==> config.mk <==
export PLATFORM = sky130hd
export DESIGN_NAME = peripheral_mpram_wb_initiator
export DESIGN_NICKNAME = d
export VERILOG_FILES = /design/src/rtl/peripheral_wb_pkg.sv /design/src/rtl/peripheral_wb_adr_gen.sv /design/src/rtl/peripheral_mpram_wb_initiator.sv
export SDC_FILE = /design/constraint.sdc
export NUM_CORES = 1
export LEC_CHECK = 0
export ABC_CLOCK_PERIOD_IN_PS = 5600
export BUFFER_PORTS_ARGS = -buffer_cell sky130_fd_sc_hd__buf_2
export CORE_ASPECT_RATIO = 1.5
export CORE_MARGIN = 1
export CORE_UTILIZATION = 30
export DETAILED_ROUTE_END_ITERATION = 16
export GPL_TIMING_DRIVEN = 0
export HOLD_SLACK_MARGIN = 0.02
export PLACE_DENSITY = 0.55
export SLEW_MARGIN = 20
export SYNTH_ARGS = -nofsm -noshare
export SYNTH_HDL_FRONTEND = slang
export SYNTH_SLANG_ARGS = --single-unit
==> constraint.sdc <==
create_clock -name wb_clk_i -period 5.6 [get_ports wb_clk_i]
set_input_delay 1.12 -clock wb_clk_i [delete_from_list [all_inputs] [get_ports wb_clk_i]]
set_output_delay 1.12 -clock wb_clk_i [all_outputs]
set_load 0.01 [all_outputs]
==> src/rtl/peripheral_wb_pkg.sv <==
// Shared Wishbone B3 encodings and initiator state type.
package peripheral_wb_pkg;
  localparam logic [2:0] CTI_CLASSIC = 3'b000;
  localparam logic [2:0] CTI_INC     = 3'b010;
  localparam logic [2:0] CTI_EOB     = 3'b111;

  localparam logic [1:0] BTE_LINEAR = 2'b00;
  localparam logic [1:0] BTE_WRAP4  = 2'b01;
  localparam logic [1:0] BTE_WRAP8  = 2'b10;
  localparam logic [1:0] BTE_WRAP16 = 2'b11;

  typedef enum logic [1:0] {ST_IDLE, ST_XFER, ST_DONE} state_e;
endpackage

==> src/rtl/peripheral_wb_adr_gen.sv <==
// Next burst address: +DW/8, with the low bits wrapping inside the BTE window.
module peripheral_wb_adr_gen
  import peripheral_wb_pkg::*;
#(
  parameter int AW = 32,
  parameter int DW = 32
) (
  input  logic [AW-1:0] adr,
  input  logic [1:0]    bte,
  output logic [AW-1:0] nxt_adr
);
  localparam int BW = $clog2(DW/8);
  localparam logic [AW-1:0] STEP = AW'(DW/8);

  logic [AW-1:0] inc;
  logic [AW-1:0] mask;

  always_comb begin
    inc = adr + STEP;
    case (bte)
      BTE_WRAP4:  mask = AW'((4  << BW) - 1);
      BTE_WRAP8:  mask = AW'((8  << BW) - 1);
      BTE_WRAP16: mask = AW'((16 << BW) - 1);
      default:    mask = '1;
    endcase
    // bits above the wrap window stay fixed
    nxt_adr = (adr & ~mask) | (inc & mask);
  end
endmodule

==> src/rtl/peripheral_mpram_wb_initiator.sv <==
// Command-driven Wishbone B3 burst initiator: cmd/wdata/rdata stream to WB master.
module peripheral_mpram_wb_initiator
  import peripheral_wb_pkg::*;
#(
  parameter int AW      = 32,
  parameter int DW      = 32,
  parameter int LEN_W   = 4,
  parameter int TIMEOUT = 256
) (
  input  logic              wb_clk_i,
  input  logic              wb_rst_i,
  input  logic              cmd_valid,
  output logic              cmd_ready,
  input  logic              cmd_we,
  input  logic [AW-1:0]     cmd_adr,
  input  logic [LEN_W-1:0]  cmd_len,
  input  logic [1:0]        cmd_bte,
  input  logic [DW/8-1:0]   cmd_sel,
  input  logic [DW-1:0]     wr_data,
  input  logic              wr_valid,
  output logic              wr_ready,
  output logic [DW-1:0]     rd_data,
  output logic              rd_valid,
  output logic              done,
  output logic              err,
  output logic [AW-1:0]     wb_adr_o,
  output logic [DW-1:0]     wb_dat_o,
  output logic [DW/8-1:0]   wb_sel_o,
  output logic              wb_we_o,
  output logic              wb_cyc_o,
  output logic              wb_stb_o,
  output logic [2:0]        wb_cti_o,
  output logic [1:0]        wb_bte_o,
  input  logic [DW-1:0]     wb_dat_i,
  input  logic              wb_ack_i,
  input  logic              wb_err_i,
  input  logic              wb_rty_i
);
  localparam int SW = DW/8;
  localparam int TW = $clog2(TIMEOUT);
  localparam logic [TW-1:0] TO_LAST = TW'(TIMEOUT - 1);

  state_e            state_q, state_d;
  logic              we_q, we_d, len0_q, len0_d, err_q, err_d, rd_valid_q, rd_valid_d;
  logic [AW-1:0]     adr_q, adr_d, nxt_adr;
  logic [LEN_W-1:0]  cnt_q, cnt_d;
  logic [1:0]        bte_q, bte_d;
  logic [SW-1:0]     sel_q, sel_d;
  logic [TW-1:0]     to_q, to_d;
  logic [DW-1:0]     rd_data_q, rd_data_d;
  logic              xfer, stb, ack_v, err_v;

  peripheral_wb_adr_gen #(.AW(AW), .DW(DW)) u_adr_gen (
    .adr(adr_q), .bte(bte_q), .nxt_adr(nxt_adr)
  );

  assign xfer  = (state_q == ST_XFER);
  assign stb   = xfer && !(we_q && !wr_valid);
  assign err_v = stb && wb_err_i;
  // a retry response never retires the beat
  assign ack_v = stb && wb_ack_i && !wb_err_i && !wb_rty_i;

  assign cmd_ready = (state_q == ST_IDLE) && !wb_rst_i;
  assign wr_ready  = ack_v && we_q;
  assign rd_data   = rd_data_q;
  assign rd_valid  = rd_valid_q;
  assign done      = (state_q == ST_DONE);
  assign err       = done && err_q;
  assign wb_cyc_o  = xfer;
  assign wb_stb_o  = stb;
  assign wb_we_o   = xfer && we_q;
  assign wb_adr_o  = xfer ? adr_q : '0;
  assign wb_sel_o  = xfer ? sel_q : '0;
  assign wb_bte_o  = xfer ? bte_q : '0;
  assign wb_dat_o  = (stb && we_q) ? wr_data : '0;
  assign wb_cti_o  = !xfer  ? CTI_CLASSIC :
                     len0_q ? CTI_CLASSIC :
                     (cnt_q == '0) ? CTI_EOB : CTI_INC;

  always_comb begin
    state_d    = state_q;
    we_d       = we_q;
    len0_d     = len0_q;
    err_d      = err_q;
    adr_d      = adr_q;
    cnt_d      = cnt_q;
    bte_d      = bte_q;
    sel_d      = sel_q;
    to_d       = to_q;
    rd_data_d  = rd_data_q;
    rd_valid_d = 1'b0;
    case (state_q)
      ST_IDLE: if (cmd_valid) begin
        we_d    = cmd_we;
        adr_d   = cmd_adr;
        cnt_d   = cmd_len;
        len0_d  = (cmd_len == '0);
        bte_d   = cmd_bte;
        sel_d   = cmd_sel;
        err_d   = 1'b0;
        to_d    = '0;
        state_d = ST_XFER;
      end
      ST_XFER: begin
        if (err_v) begin
          err_d   = 1'b1;
          state_d = ST_DONE;
        end else if (ack_v) begin
          adr_d = nxt_adr;
          cnt_d = cnt_q - 1'b1;
          to_d  = '0;
          if (!we_q) begin
            rd_data_d  = wb_dat_i;
            rd_valid_d = 1'b1;
          end
          if (cnt_q == '0) state_d = ST_DONE;
        end else if (stb) begin
          if (to_q == TO_LAST) begin
            err_d   = 1'b1;
            state_d = ST_DONE;
          end else begin
            to_d = to_q + 1'b1;
          end
        end
      end
      ST_DONE: state_d = ST_IDLE;
      default: state_d = ST_IDLE;
    endcase
  end

  always_ff @(posedge wb_clk_i) begin
    if (wb_rst_i) begin
      state_q    <= ST_IDLE;
      we_q       <= 1'b0;
      len0_q     <= 1'b0;
      err_q      <= 1'b0;
      adr_q      <= '0;
      cnt_q      <= '0;
      bte_q      <= '0;
      sel_q      <= '0;
      to_q       <= '0;
      rd_data_q  <= '0;
      rd_valid_q <= 1'b0;
    end else begin
      state_q    <= state_d;
      we_q       <= we_d;
      len0_q     <= len0_d;
      err_q      <= err_d;
      adr_q      <= adr_d;
      cnt_q      <= cnt_d;
      bte_q      <= bte_d;
      sel_q      <= sel_d;
      to_q       <= to_d;
      rd_data_q  <= rd_data_d;
      rd_valid_q <= rd_valid_d;
    end
  end
endmodule

==> impl_summary.txt <==
----------------------------------------------------
[Outcome]
  Outcome ... complete, no violations

[Critical path]
  Category of the worst setup path capture point ... primary output
  Critical path, cell by cell ... nand2b_1 > buf_2 > inv_1 > clkbuf_1 > clkbuf_1 > and2_1 > buf_2
  Critical path type ... reg2out
  Worst setup SP type ... register
  Critical Path Fanout Max ... 10
  Slowest CP cell ... clkbuf_1
  Total number of cells along the worst setup path ... 7
  Required time of the worst setup path ... 4.48 ns
  Worst reg-to-reg path cell count ... 8
  Buffering stage count on the worst path with inverters included ... 5
  Critical path's top delay family ... buffers and inverters
  CP Data Arrival Time ... 2.67 ns
  Stage delay of the slowest cell on the critical path ... roughly 0.49 ns

[Timing]
  Final slew viol count ... 0
  Hold violation count in the final report ... 0
  Max Clk Rate ... 264 MHz
  Sum of negative setup slack ... 0 ns
  Ratio of final minimum period to clock period ... 67.7%
  Setup Viol. Count Final ... 0
  Max-slew headroom at the worst pin ... between 30% and 40%
  Final Skew ... 0.0116 ns
  Slew @ Worst Pin ... about 0.96 ns
  Time the final worst path needs with I/O delays and setup ... 3.79 ns
  Setup repair after global routing missed its margin ... no

[Clock network]
  Clock tree from TritonCTS ... yes
  Total CTS buffers ... 9
  Clock insertion delay at the later pin of the skew report ... 0.35 ns
  Post-CTS repair timing setup buffer count ... 0
  # H-tree levels ... 3
  Cts hold-fix bufs ... 0
  Clock transition at the registers of the reported paths ... roughly 0.070 ns
  Clock Sink Count ... 88
  Longest Clk Path Bufs ... 2
  Total of cells resized after clock tree synthesis ... 0
  Root Buffer ... clkbuf_16

[Power and ir drop]
  Areal power density over the cells ... 245 nW/um2
  Peak ir drop on the vdd network ... 0.000127 V
  Final Total Pwr ... 0.00162 W
  Static Leak ... between 2 and 3 nW

[Cells and area]
  NumNets Final ... 1027
  Growth of design area from synthesis to finish ... 34.2%
  Commonest non-fill, non-tap cells in the layout ... buf_2 (234), nand2_1 (143), dfxtp_1 (88), and2_1 (79), a21oi_1 (76)
  Most common cell after layout, fill and taps aside ... buf_2
  Proportion of layout cells with a drive suffix above 1 ... 28.8%
  Number of fill cells ... between 1500 and 2000

[Global routing]
  Total global-route track usage ... 21.5%
  Sum of overflow across all layers after global routing ... 0
  Global-route wire length before repair ... 28700 um
  Antenna violations before repair ... 1
  Number of global-route vias before repair ... 5537
  Largest net degree at the start of global routing ... 19

[Job]
  Total of max-cap violations ... 0

[Detailed routing]
  DRC viols ... 0
  ANT nets after route ... 0
  DR vias ... 5709
  Count of routing violations after the opening detailed-route iteration ... 299
  Routed WL ... 18300 um
  Vias per Instance ... roughly 5.1
  Routed WL per cell ... 16.3 um
  Router iterations before antenna repair ... 7

[Floorplan]
  Effective utilization at floorplan ... 30.6%
  Area of the placeable core ... 16100 um2
  Floorplan row count ... 57
  Horizontal die dimension ... about 110 um
  Chip height ... between 150 and 200 um
  Die area ... roughly 17000 um2
  I/O pin cnt ... between 200 and 250

[Placed design]
  Port Buffer Count ... 225
  Half-perimeter wire length after detailed placement ... 14100 um
  Global placer's final weighted congestion ... 0.823

[Synth]
  Number of cells produced by synthesis ... between 600 and 700
  Portion of the post-synthesis area used by sequential elements ... between 30% and 40%
  Post-synth top flop ... dfxtp_1
  Syn Nets ... 791
  Yosys synthesis warning count ... 0
  Synthesized area per cell ... 7.34 um2
  Area contributors post-synth ... dfxtp_1 (36%), nand2_1 (11%), and2_1 (10%)
  Number of enable-type register cells in the synthesized netlist ... 0
  Area share of the largest cell type after synthesis ... 35.7%
  Post-synth design cell area ... 4930 um2
  Asr flop ratio synth ... 0%
  Cell accounting for the most synthesized area ... dfxtp_1
  Number of unique standard cell types used by synthesis ... 64
  Yosys reg bits ... 88

[Hold path]
  Hold Path Class ... reg2reg
  Min-Delay Path Depth ... 2

----------------------------------------------------
[worst paths after layout]
check,from,endpoint,slack [ns]
hold reg to reg,adr_q[1],adr_q[1],0.45
hold / removal,adr_q[1],adr_q[1],0.45
setup / recovery,state_q[1],wb_adr_o[3],1.81
setup reg to reg,bte_q[0],register,3.13
[per-layer routing]
metal | GRT usage, % | up-vias | wire, um
met3 | 4.67 | 31 | 1160
met5 | 0 | - | 0
met2 | 38.3 | 185 | 9440
li1 | - | 2836 | -
met1 | 24.6 | 2657 | 7230
met4 | 8.53 | 0 | 463
[where the power goes]
| part | switching (W) | internal [W] |
|---|---|---|
| registers | 0.0000388 | 0.000660 |
| logic | 0.000191 | 0.000120 |
| clock network | 0.000297 | 0.000315 |
| total | 0.000527 | 0.00109 |
[worst reg2reg max path: cells and delay by family, from the launching register on]
| family | cells | cell delay [ns] |
|---|---|---|
| buf+inv | 3 | 1.13 |
| fa+ha+maj | 1 | 0.23 |
| simple gates | 1 | 0.26 |
| compound gates | 3 | 0.36 |
| flops | 1 | 0.36 |
[final cells by class]
type	count	area [um2]	area share, %
clock buffers	9	225	3.41
clock inverters	7	72.6	1.10
plain buffers	52	218	3.29
inverters	6	22.5	0.341
repair buffers	225	1130	17.0
well taps	206	258	3.90
diodes	1	2.50	0.0378
flip-flops and latches	88	1760	26.6
multi-input cells	526	2930	44.3
[cell usage after synthesis, types with 3 or more instances]
cell / count
nand2_1: 143
dfxtp_1: 88
and2_1: 79
a21oi_1: 76
clkbuf_1: 37
nor2_1: 29
o21ai_0: 26
nor3_1: 18
nand4_1: 17
a31oi_1: 15
nand3_1: 14
buf_2: 9
nand2b_1: 8
and4_1: 7
nor4_1: 7
inv_1: 6
o31ai_1: 6
a22oi_1: 5
and3_1: 5
ha_1: 5
a32o_1: 4
buf_1: 4
o41ai_1: 4
a21o_1: 3
a41oi_1: 3
mux2i_1: 3
o211ai_1: 3
or3_1: 3
or4_1: 3
[kinds of logic (layout without fill, tap and decap cells)]
family,after synthesis,in the layout,synth area share [%]
adder cells (fa/ha/maj),5,5,1.27
flip-flops,88,88,35.7
XOR/XNOR,3,3,0.533
AO/OA/AOI/OAI,167,167,20.8
multiplexers,3,3,0.609
buffers and inverters,58,299,4.87
AND/OR/NAND/NOR,348,348,36.2
other,0,1,0
[metrics by stage]
stage | hold slack [ns] | setup WS, ns | instances | instance area, um2 | util, %
2_1_floorplan | 0.432 | 2.76 | 672 | 4930 | -
3_3_place_gp | 0.438 | 2.12 | 1103 | 6310 | 39.2
3_5_place_dp | 0.443 | 2.15 | 1103 | 6310 | 39.2
4_1_cts | 0.452 | 1.76 | 1119 | 6610 | 41.0
5_1_grt | 0.470 | 1.63 | 1120 | 6610 | 41.0
6_report | 0.452 | 1.81 | 1120 | 6610 | 41.0
Note: power is estimated with default switching activity, not from simulation.
